<file path="src/rtl/moving_avg_pkg.sv">
`default_nettype none
// ============================================================================
//  Module      : moving_avg_pkg
//  Description : Shared types and the window-sum divider for the N-tap
//                moving-average filter.
//                sample_t : signed PKG_DATA_W audio sample
//                acc_t    : signed PKG_DATA_W+PKG_LOG2_N window sum
//                avg_div  : divide a window sum by 2**log2n
//  Options     : MOVING_AVG_ROUND_EN -- when defined, avg_div rounds half
//                away from zero; otherwise it truncates toward zero.
//  Revision    : 1.0 - initial release
// ============================================================================
package moving_avg_pkg;

  localparam int PKG_DATA_W = 24;
  localparam int PKG_LOG2_N = 3;
  localparam int PKG_ACC_W  = PKG_DATA_W + PKG_LOG2_N;

  typedef logic signed [PKG_DATA_W-1:0] sample_t;
  typedef logic signed [PKG_ACC_W-1:0]  acc_t;

  // Signed divide by 2**log2n. Work one bit wider than acc_t so the rounding
  // bias cannot overflow at the most negative window sum.
  function automatic acc_t avg_div(acc_t a, int log2n);
    logic signed [PKG_ACC_W:0] x;
    logic signed [PKG_ACC_W:0] m;
    x = {a[PKG_ACC_W-1], a};
`ifdef MOVING_AVG_ROUND_EN
    if (log2n > 0) begin
      m = (PKG_ACC_W+1)'(1) << (log2n - 1);
      x = (x < 0) ? x - m : x + m;
    end
`endif
    // Arithmetic shift floors; adding (2**log2n - 1) to negatives first
    // turns that into truncation toward zero.
    m = ~({(PKG_ACC_W+1){1'b1}} << log2n);
    if (x < 0) begin
      x = x + m;
    end
    x = x >>> log2n;
    return x[PKG_ACC_W-1:0];
  endfunction

endpackage
`default_nettype wire

</file>
<file path="src/rtl/avg_delay_line.sv">
`default_nettype none
// ============================================================================
//  Module      : avg_delay_line
//  Description : N x DATA_W circular sample buffer. The entry at addr_i is
//                read combinationally, so the value leaving the window is
//                available in the same cycle that the new sample overwrites
//                it on the rising edge. No reset: contents are only used once
//                the window has been refilled.
//  Ports       : clk_i   - clock
//                we_i    - write strobe
//                addr_i  - read/write address (write pointer)
//                wdata_i - sample to store
//                rdata_o - current contents of addr_i (pre-write)
//  Revision    : 1.0 - initial release
// ============================================================================
module avg_delay_line #(
  parameter int DATA_W = 24,
  parameter int LOG2_N = 3
) (
  input  logic                     clk_i,
  input  logic                     we_i,
  input  logic [LOG2_N-1:0]        addr_i,
  input  logic signed [DATA_W-1:0] wdata_i,
  output logic signed [DATA_W-1:0] rdata_o
);

  localparam int DEPTH = 1 << LOG2_N;

  logic signed [DATA_W-1:0] mem_q [DEPTH];

  assign rdata_o = mem_q[addr_i];

  always_ff @(posedge clk_i) begin
    if (we_i) begin
      mem_q[addr_i] <= wdata_i;
    end
  end

endmodule
`default_nettype wire

</file>
<file path="src/rtl/moving_avg_filter.sv">
`default_nettype none
// ============================================================================
//  Module      : moving_avg_filter
//  Description : N-tap (N = 2**LOG2_N) moving-average filter with a running
//                sum. Each accepted sample is added to the sum and the sample
//                leaving the window is subtracted; until the window is full
//                the missing taps count as zero, so the output ramps up.
//  Ports       : Clock  - clock
//                Reset  - synchronous active-high reset (wins over enable)
//                enable - sample strobe, D accepted on the rising edge
//                D      - signed input sample
//                Q      - registered window average
//                valid  - one-cycle pulse, Q updated this cycle
//                full   - window holds N samples since reset
//  Options     : MOVING_AVG_ROUND_EN -- round half away from zero instead of
//                truncating toward zero.
//  Revision    : 1.0 - initial release
// ============================================================================
module moving_avg_filter
  import moving_avg_pkg::*;
#(
  parameter int DATA_W = 24,
  parameter int LOG2_N = 3
) (
  input  logic                     Clock,
  input  logic                     Reset,
  input  logic                     enable,
  input  logic signed [DATA_W-1:0] D,
  output logic signed [DATA_W-1:0] Q,
  output logic                     valid,
  output logic                     full
);

  localparam int ACC_W = DATA_W + LOG2_N;
  localparam logic [LOG2_N:0] N_CNT = (LOG2_N+1)'(1 << LOG2_N);

  logic signed [ACC_W-1:0]  acc_q, acc_d;
  logic [LOG2_N-1:0]        wptr_q, wptr_d;
  logic [LOG2_N:0]          cnt_q, cnt_d;
  logic signed [DATA_W-1:0] q_q, q_d;
  logic                     valid_q;
  logic                     full_w;
  logic signed [DATA_W-1:0] old_w;
  logic signed [DATA_W-1:0] rd_w;
  logic signed [ACC_W-1:0]  div_w;

  avg_delay_line #(
    .DATA_W (DATA_W),
    .LOG2_N (LOG2_N)
  ) u_delay_line (
    .clk_i   (Clock),
    .we_i    (enable & ~Reset),
    .addr_i  (wptr_q),
    .wdata_i (D),
    .rdata_o (rd_w)
  );

  assign full_w = (cnt_q == N_CNT);

  // Until the window is full the slot being overwritten holds stale data.
  assign old_w  = full_w ? rd_w : '0;
  assign acc_d  = acc_q + ACC_W'(D) - ACC_W'(old_w);
  assign wptr_d = wptr_q + LOG2_N'(1);
  assign cnt_d  = full_w ? cnt_q : cnt_q + (LOG2_N+1)'(1);

  // The package divider is sized for the default configuration; other
  // widths use an equivalent local divider.
  if ((DATA_W == PKG_DATA_W) && (LOG2_N == PKG_LOG2_N)) begin : g_pkg_div
    assign div_w = avg_div(acc_d, LOG2_N);
  end else begin : g_local_div
    logic signed [ACC_W:0] ext_w;
    logic signed [ACC_W:0] bias_w;
    logic signed [ACC_W:0] mask_w;
    logic signed [ACC_W:0] res_w;
    always_comb begin
      ext_w  = {acc_d[ACC_W-1], acc_d};
      bias_w = '0;
`ifdef MOVING_AVG_ROUND_EN
      bias_w = (ACC_W+1)'(1) << (LOG2_N - 1);
      ext_w  = (ext_w < 0) ? ext_w - bias_w : ext_w + bias_w;
`endif
      mask_w = ~({(ACC_W+1){1'b1}} << LOG2_N);
      res_w  = (ext_w < 0) ? ext_w + mask_w : ext_w;
      res_w  = res_w >>> LOG2_N;
    end
    assign div_w = res_w[ACC_W-1:0];
  end

  // |acc| <= N * 2**(DATA_W-1), so the quotient always fits in DATA_W.
  assign q_d = div_w[DATA_W-1:0];

  always_ff @(posedge Clock) begin
    if (Reset) begin
      acc_q   <= '0;
      wptr_q  <= '0;
      cnt_q   <= '0;
      q_q     <= '0;
      valid_q <= 1'b0;
    end else begin
      valid_q <= enable;
      if (enable) begin
        acc_q  <= acc_d;
        wptr_q <= wptr_d;
        cnt_q  <= cnt_d;
        q_q    <= q_d;
      end
    end
  end

  assign Q     = q_q;
  assign valid = valid_q;
  assign full  = full_w;

endmodule
`default_nettype wire

</file>
<file path="config.mk">
export PLATFORM = sky130hd
export DESIGN_NAME = moving_avg_filter
export DESIGN_NICKNAME = d
export VERILOG_FILES = /design/src/rtl/moving_avg_pkg.sv /design/src/rtl/avg_delay_line.sv /design/src/rtl/moving_avg_filter.sv
export SDC_FILE = /design/constraint.sdc
export NUM_CORES = 1
export LEC_CHECK = 0
export CORE_MARGIN = 10
export CORE_UTILIZATION = 60
export CTS_CLUSTER_SIZE = 10
export DETAILED_ROUTE_END_ITERATION = 10
export GPL_TIMING_DRIVEN = 0
export PLACE_DENSITY = 0.8
export SLEW_MARGIN = 5
export SYNTH_ARGS = -nofsm -noshare
export SYNTH_HDL_FRONTEND = slang
export SYNTH_HIERARCHICAL = 1
export SYNTH_SLANG_ARGS = --single-unit
</file>
<file path="constraint.sdc">
create_clock -name Clock -period 7.6 [get_ports Clock]
set_clock_uncertainty 0.1 [all_clocks]
set_input_delay 1.52 -clock Clock [delete_from_list [all_inputs] [get_ports Clock]]
set_output_delay 1.52 -clock Clock [all_outputs]
set_load 0.005 [all_outputs]
</file>
[After elaboration in Yosys (flattened, before gate mapping)]
Memories as Yosys holds them, arrays and structs flattened. A register that Yosys moved wholly into a read port is not among the register bits.
Index checks and enable logic that the tools add are counted.
Storage, ports and cells
  register bits after elaboration: 59
  latch bits: 0
  memory bits (writable): 192
  memory bits (read-only): 0
  input bits: 27
  output and inout bits: 26
  word-level logic and storage cells: 23
  memories: 1
Memory list
  u_delay_line.mem_q: depth 8, bits a word 24, rd ports 1, clocked after memory_dff 1, write ports 1, line avg_delay_line.sv:29  | logic signed [DATA_W-1:0] mem_q [DEPTH];
Operators by class
  add/subtract/negate cells: 5
  multiply operators: 0
  divide/modulo/power cells: 0
  $lt $le $gt $ge: 1
  equal/unequal tests: 1
  shifts and indexed selects: 0
  multiplexer cells: 6
  bitwise gates (word level): 3
  reductions and logical operators: 1
Operator list (count)
  27-bit by 24-bit adder with 27-bit output: 1
  27-bit by 4-bit adder with 27-bit output, second input constant: 1
  27-bit by 1-bit < comparator with 1-bit output, second input constant: 1
  27-bit 2-to-1 mux: 1
  27-bit by 24-bit subtractor with 27-bit output: 1
  24-bit 2-to-1 mux: 1
  3-bit 2-to-1 mux: 2
  4-bit by 1-bit adder with 4-bit output, second input constant: 1
  4-bit equality test, second input constant: 1
  3-bit by 1-bit adder with 3-bit output, second input constant: 1
  1-bit 2-to-1 mux: 2
  1-bit NOT: 2
  2-bit AND reduction: 1
  1-bit bitwise AND: 1

[Logic depth before layout (Yosys ltp)]
  depth after elaboration: 5
  depth in mapped cells: 22
  depth with buffers taken out: 18

[Modules after synthesis]
Netlist, hierarchy kept.
By module, submodules not included
  avg_delay_line: times used 1, cells an instance 319, area each 7400.8 um^2, sequential area each 5765.5 um^2
  moving_avg_filter: times used 1, cells an instance 671, area each 5281.3 um^2, sequential area each 1181.1 um^2

[Least setup slack after synthesis]
OpenSTA, ideal clock, no wires.
  path kind: input port to flip-flop
  start point: input port D[1]
  end point: register q_q[21] (netlist: Q[21])
  setup time: 0.103 ns
  arrival: 5.246 ns
  data required time: 7.397 ns
  slack: 2.150 ns
  stages on the path: 14
  buffers on the path: 1
  cells stage by stage: inv_1 -> fa_1 -> inv_1 -> fa_1 -> a211oi_2 -> o21ai_2 -> and3_1 -> nor3_2 -> nand2_2 -> or4_4 -> or4_4 -> buf_6 -> o311a_1 -> a2111oi_2
Between the ends
  cells in the longest elaborated chain, start to end: 4
Ends and longest elaborated chain
  start: declaration: line moving_avg_filter.sv:28  | input logic signed [DATA_W-1:0] D,
  27-bit by 24-bit adder with 27-bit output *: line moving_avg_filter.sv:62  | assign acc_d = acc_q + ACC_W'(D) - ACC_W'(old_w);
  27-bit by 24-bit subtractor with 27-bit output *: line moving_avg_filter.sv:62
  27-bit by 4-bit adder with 27-bit output / 27-bit by 1-bit < comparator with 1-bit output (equally long branches): line moving_avg_pkg.sv:38, moving_avg_pkg.sv:37
  27-bit 2-to-1 mux *: line moving_avg_pkg.sv:37  | if (x < 0) begin
  end signal: assignment: line moving_avg_filter.sv:105  | q_q <= q_d;
  end: declaration: line moving_avg_filter.sv:40  | logic signed [DATA_W-1:0] q_q, q_d;
Every way passes the cells marked *; elsewhere a longest branch is shown, timed or not.
A chain may end at the register's enable or synchronous reset.

==> flow_summary.rst <==
.. list-table::
   :header-rows: 1

   * - Metric
     - Value
   * - Run status
     - finished clean
   * - Min Tclk post-route
     - approximately 6.5 ns
   * - Class of the tightest hold or removal check
     - register to register
   * - Reported leakage power
     - 5.280 nW
   * - Ratio of total power to cell area
     - around 350 mW/mm^2
   * - Half-perimeter wire length of the detailed placement result
     - 19770 um
   * - DR vias/cell
     - 6.051
   * - Number of buffers inserted by port buffering
     - between 50 and 60
   * - Number of distinct standard cells referenced by the synthesized netlist
     - 74
   * - Count of vias placed by the detailed router
     - 8230
   * - Syn Inst Count
     - 990
   * - Total die area
     - 0.02735 mm^2
   * - Instance count along the most critical hold path
     - 2
   * - Initial detailed-routing violation count
     - 581
   * - Synthesis Warnings
     - 6
   * - Worst rel slew slack
     - 0.3415
   * - Dominant synthesized flop cell
     - sky130_fd_sc_hd__edfxtp_1
   * - Reg-to-reg critical path startpoint
     - wptr_q[2]
   * - Clk Latency, worst-skew pair
     - 0.56 ns
   * - Net count after synthesis
     - 1074
   * - Maximum buffer depth of the clock tree
     - 3
   * - Setup fix buffers added after clock tree synthesis
     - 0
   * - Total track usage
     - 0.2109
   * - Clock Root Buffer
     - sky130_fd_sc_hd__clkbuf_16
   * - Quantity of gates resized following cts
     - 0
   * - Required time worst endpoint
     - 7.96 ns
   * - Vias in the first global route
     - 8136
   * - Diodes inserted
     - 0
   * - Layout cells sized above 1
     - 0.1088
   * - Sequential area share after synthesis
     - 0.5478
   * - Avg Cell Area, Syn
     - ~13 um^2
   * - Cts hold-fix bufs
     - 0
   * - Pin count of the biggest net entering global routing
     - 25
   * - Count of flip-flops with a built-in enable after synthesis
     - between 150 and 200
   * - Setup violation total in the final timing report
     - 0
   * - Critical Path End Type
     - register
   * - Clock-pin transition on the worst setup and hold timing paths
     - 0.05 ns
   * - Die width
     - 165.4 um
   * - Total of flip-flops plus latches after synthesis
     - between 200 and 300
   * - Clk sinks
     - around 250
   * - Slew at the pin closest to its max-slew limit
     - 0.9629 ns
   * - Initial Utilization
     - 0.6071
   * - Worst reg-to-reg setup slack
     - 1.08 ns
   * - DRC
     - 0
   * - Final worst-path cycle share
     - 0.8583
   * - Kind of critical path
     - register to register
   * - Antenna violation net count after detailed routing
     - 0
   * - Maximum net fanout on the critical path
     - 10
   * - Wire length of the first global-routing pass
     - ~45000 um
   * - Final Max Tran Viols
     - 0
   * - FFs w/ async S/R, synth
     - 0
   * - Residual overflow from global routing
     - 0
   * - Number of buffers created by CTS
     - 29
   * - Hold violation count in the final report
     - 0
   * - Io pins
     - 53
   * - Die Height
     - 165.4 um
   * - Nets
     - approximately 1200
   * - Post-DR wirelength/cell
     - about 21 um
   * - Floorplan core area
     - 0.02089 mm^2
   * - Upper clock frequency limit
     - 153.3 MHz
   * - Capture point of the worst reg-to-reg path
     - Q[22]
   * - Arrival time at the worst endpoint
     - 6.89 ns
   * - Sum of negative setup slack
     - 0 ns
   * - TritonRoute pass-1 iters
     - 5
   * - Area Overhead vs Synth
     - 13.72%
   * - Kind of start point of the critical path
     - register
   * - # rows
     - 53
   * - Final Util
     - 0.6904
   * - Hold path startpoint
     - Q[23]
   * - Final wirelength
     - 28630 um
   * - R2r worst-path depth
     - 17
   * - Max Cap Viol
     - 0
   * - Number of levels the H-tree was split into
     - 1
   * - WHS Endpoint
     - Q[23]
   * - Setup repair after global routing missed its margin
     - false
   * - CTS tree
     - yes
   * - Number of antenna violations at the first check in global routing
     - 1
   * - Global placement routability congestion
     - 0.9026
   * - Max VDD drop
     - 0.2920 mV
   * - Area of the mapped netlist
     - between 0.01 and 0.015 mm^2
-- cells by family after synthesis --
logic type | count (synthesis) | synth area share
flops | 251 | 0.5478
xor+xnor | 34 | 0.02407
simple gates | 243 | 0.09521
mux | 88 | 0.1168
compound gates | 165 | 0.09363
buf+inv | 152 | 0.05091
fa+ha+maj | 57 | 0.07163
-- worst max-delay path by stage --
| stage | from | endpoint | slack [ns] | cells after the start |
|---|---|---|---|---|
| 2_1_floorplan | D[1] | Q[21] | 2.15 | 14 |
| 3_3_place_gp | D[1] | Q[22] | 1.0 | 14 |
| 3_5_place_dp | D[1] | Q[22] | 0.93 | 14 |
| 4_1_cts | wptr_q[2] | Q[22] | 1.08 | 17 |
| 5_1_grt | wptr_q[0] | Q[22] | 0.60 | 21 |
| 6_report | wptr_q[2] | Q[22] | 1.08 | 17 |
-- power by group --
group          switching [mW]  total [mW]  internal, mW  leakage (nW)
logic                    1.29        2.13         0.837          2.67
registers              0.0622        1.66          1.60          2.22
clock network           0.506        1.20         0.696         0.385
total                    1.86        4.99          3.13          5.28
-- sequential cells by signal, summed over array words and instances (netlist names) --
register	cells
wptr_q	3
cnt_q	4
u_delay_line/mem_q	192
valid	1
Q	24
acc_q	27
-- synthesized netlist by cell type, drive strengths merged (17+ instances only) --
| cell type | instances | area [um^2] |
|---|---|---|
| inv | 109 | 409.1 |
| a21oi | 34 | 181.4 |
| o21ai | 33 | 176.4 |
| nor2 | 92 | 345.3 |
| ha | 31 | 387.9 |
| a211oi | 27 | 220.2 |
| clkbuf | 23 | 86.33 |
| mux2i | 28 | 280.3 |
| and2 | 27 | 168.9 |
| nand3 | 17 | 85.08 |
| buf | 20 | 150.2 |
| dfxtp | 59 | 1181 |
| mux2 | 22 | 247.7 |
| nand2 | 35 | 136.4 |
| mux4 | 38 | 953.4 |
| edfxtp | 192 | 5766 |
| fa | 26 | 520.5 |
| xnor2 | 21 | 191.4 |
-- worst max-delay path, stage by stage (launching register included) --
cell                        delay, ns
sky130_fd_sc_hd__dfxtp_1         0.34
sky130_fd_sc_hd__clkbuf_1        0.37
sky130_fd_sc_hd__clkbuf_1        0.63
sky130_fd_sc_hd__mux4_2          0.40
sky130_fd_sc_hd__mux2_2          0.28
sky130_fd_sc_hd__and2_1          0.15
sky130_fd_sc_hd__fa_1            0.47
sky130_fd_sc_hd__inv_1           0.06
sky130_fd_sc_hd__fa_1            0.47
sky130_fd_sc_hd__a211oi_2        0.33
sky130_fd_sc_hd__o21ai_2         0.16
sky130_fd_sc_hd__a21o_1          0.27
sky130_fd_sc_hd__a2111oi_0       0.90
sky130_fd_sc_hd__o21ai_0         0.19
sky130_fd_sc_hd__and3_1          0.24
sky130_fd_sc_hd__or4_1           0.45
sky130_fd_sc_hd__or3_1           0.36
sky130_fd_sc_hd__a311oi_1        0.25
-- placed cells by master, fill, tap and decap left out, types with 5 or more instances in the layout --
| cell type | Yosys | routed |
|---|---|---|
| sky130_fd_sc_hd__dfxtp_1 | 59 | 59 |
| sky130_fd_sc_hd__or3_1 | 5 | 5 |
| sky130_fd_sc_hd__nor3_1 | 15 | 13 |
| sky130_fd_sc_hd__nand3_1 | 17 | 17 |
| sky130_fd_sc_hd__o211ai_1 | 5 | 5 |
| sky130_fd_sc_hd__mux2_2 | 22 | 22 |
| sky130_fd_sc_hd__inv_1 | 109 | 109 |
| sky130_fd_sc_hd__clkbuf_1 | 23 | 31 |
| sky130_fd_sc_hd__o21ai_0 | 30 | 30 |
| sky130_fd_sc_hd__mux4_2 | 12 | 12 |
| sky130_fd_sc_hd__and3_1 | 11 | 11 |
| sky130_fd_sc_hd__clkdlybuf4s50_1 | 0 | 51 |
| sky130_fd_sc_hd__a2111oi_0 | 5 | 5 |
| sky130_fd_sc_hd__a31oi_1 | 7 | 7 |
| sky130_fd_sc_hd__buf_2 | 9 | 9 |
| sky130_fd_sc_hd__xnor2_1 | 20 | 20 |
| sky130_fd_sc_hd__a211oi_1 | 25 | 25 |
| sky130_fd_sc_hd__nand2_1 | 33 | 33 |
| sky130_fd_sc_hd__nor2_1 | 92 | 86 |
| sky130_fd_sc_hd__fa_1 | 26 | 26 |
| sky130_fd_sc_hd__clkbuf_16 | 0 | 29 |
| sky130_fd_sc_hd__mux2i_1 | 28 | 28 |
| sky130_fd_sc_hd__nor2_4 | 0 | 6 |
| sky130_fd_sc_hd__xor2_1 | 13 | 13 |
| sky130_fd_sc_hd__ha_1 | 31 | 31 |
| sky130_fd_sc_hd__nor2b_1 | 5 | 5 |
| sky130_fd_sc_hd__a21oi_1 | 33 | 33 |
| sky130_fd_sc_hd__and2_1 | 27 | 27 |
| sky130_fd_sc_hd__mux4_1 | 26 | 26 |
| sky130_fd_sc_hd__nand2b_1 | 5 | 5 |
| sky130_fd_sc_hd__buf_6 | 8 | 10 |
| sky130_fd_sc_hd__edfxtp_1 | 192 | 192 |
| sky130_fd_sc_hd__a21o_1 | 8 | 8 |
| sky130_fd_sc_hd__nand4_1 | 10 | 10 |
-- through the flow --
step	power, mW	hold WS (ns)	worst slack, ns	cells	instance area, um^2
global placement	3.721	0.3535	0.9994	1316	13540
floorplan	3.209	0.3453	2.150	990	12680
global route	5.289	0.3876	0.6019	1360	14420
finish	4.992	0.3736	1.077	1360	14420
CTS	4.987	0.3689	1.082	1360	14420
detailed placement	3.774	0.3617	0.9317	1320	13630
-- per-layer routing --
metal | up-vias | share of wire | track usage | wire length [um]
li1 | 3835 | - | - | -
met1 | 3999 | 0.42 | 0.2785 | 11990
met2 | 333 | 0.47 | 0.3475 | 13580
met3 | 61 | 0.077 | 0.03818 | 2196
met4 | 2 | 0.030 | 0.06943 | 855
met5 | - | 0.00045 | 0 | 13
-- cell type report --
cell class	count	area (um^2)
sequential	251	6947
fill	1439	6466
multi-input combinational	587	5145
clock buffer	38	769.5
timing repair buffer	55	548.0
inverter	109	409.1
tap	275	344.1
buffer	43	236.5
clock inverter	2	23.77
Power figures use the tool's default switching activity.
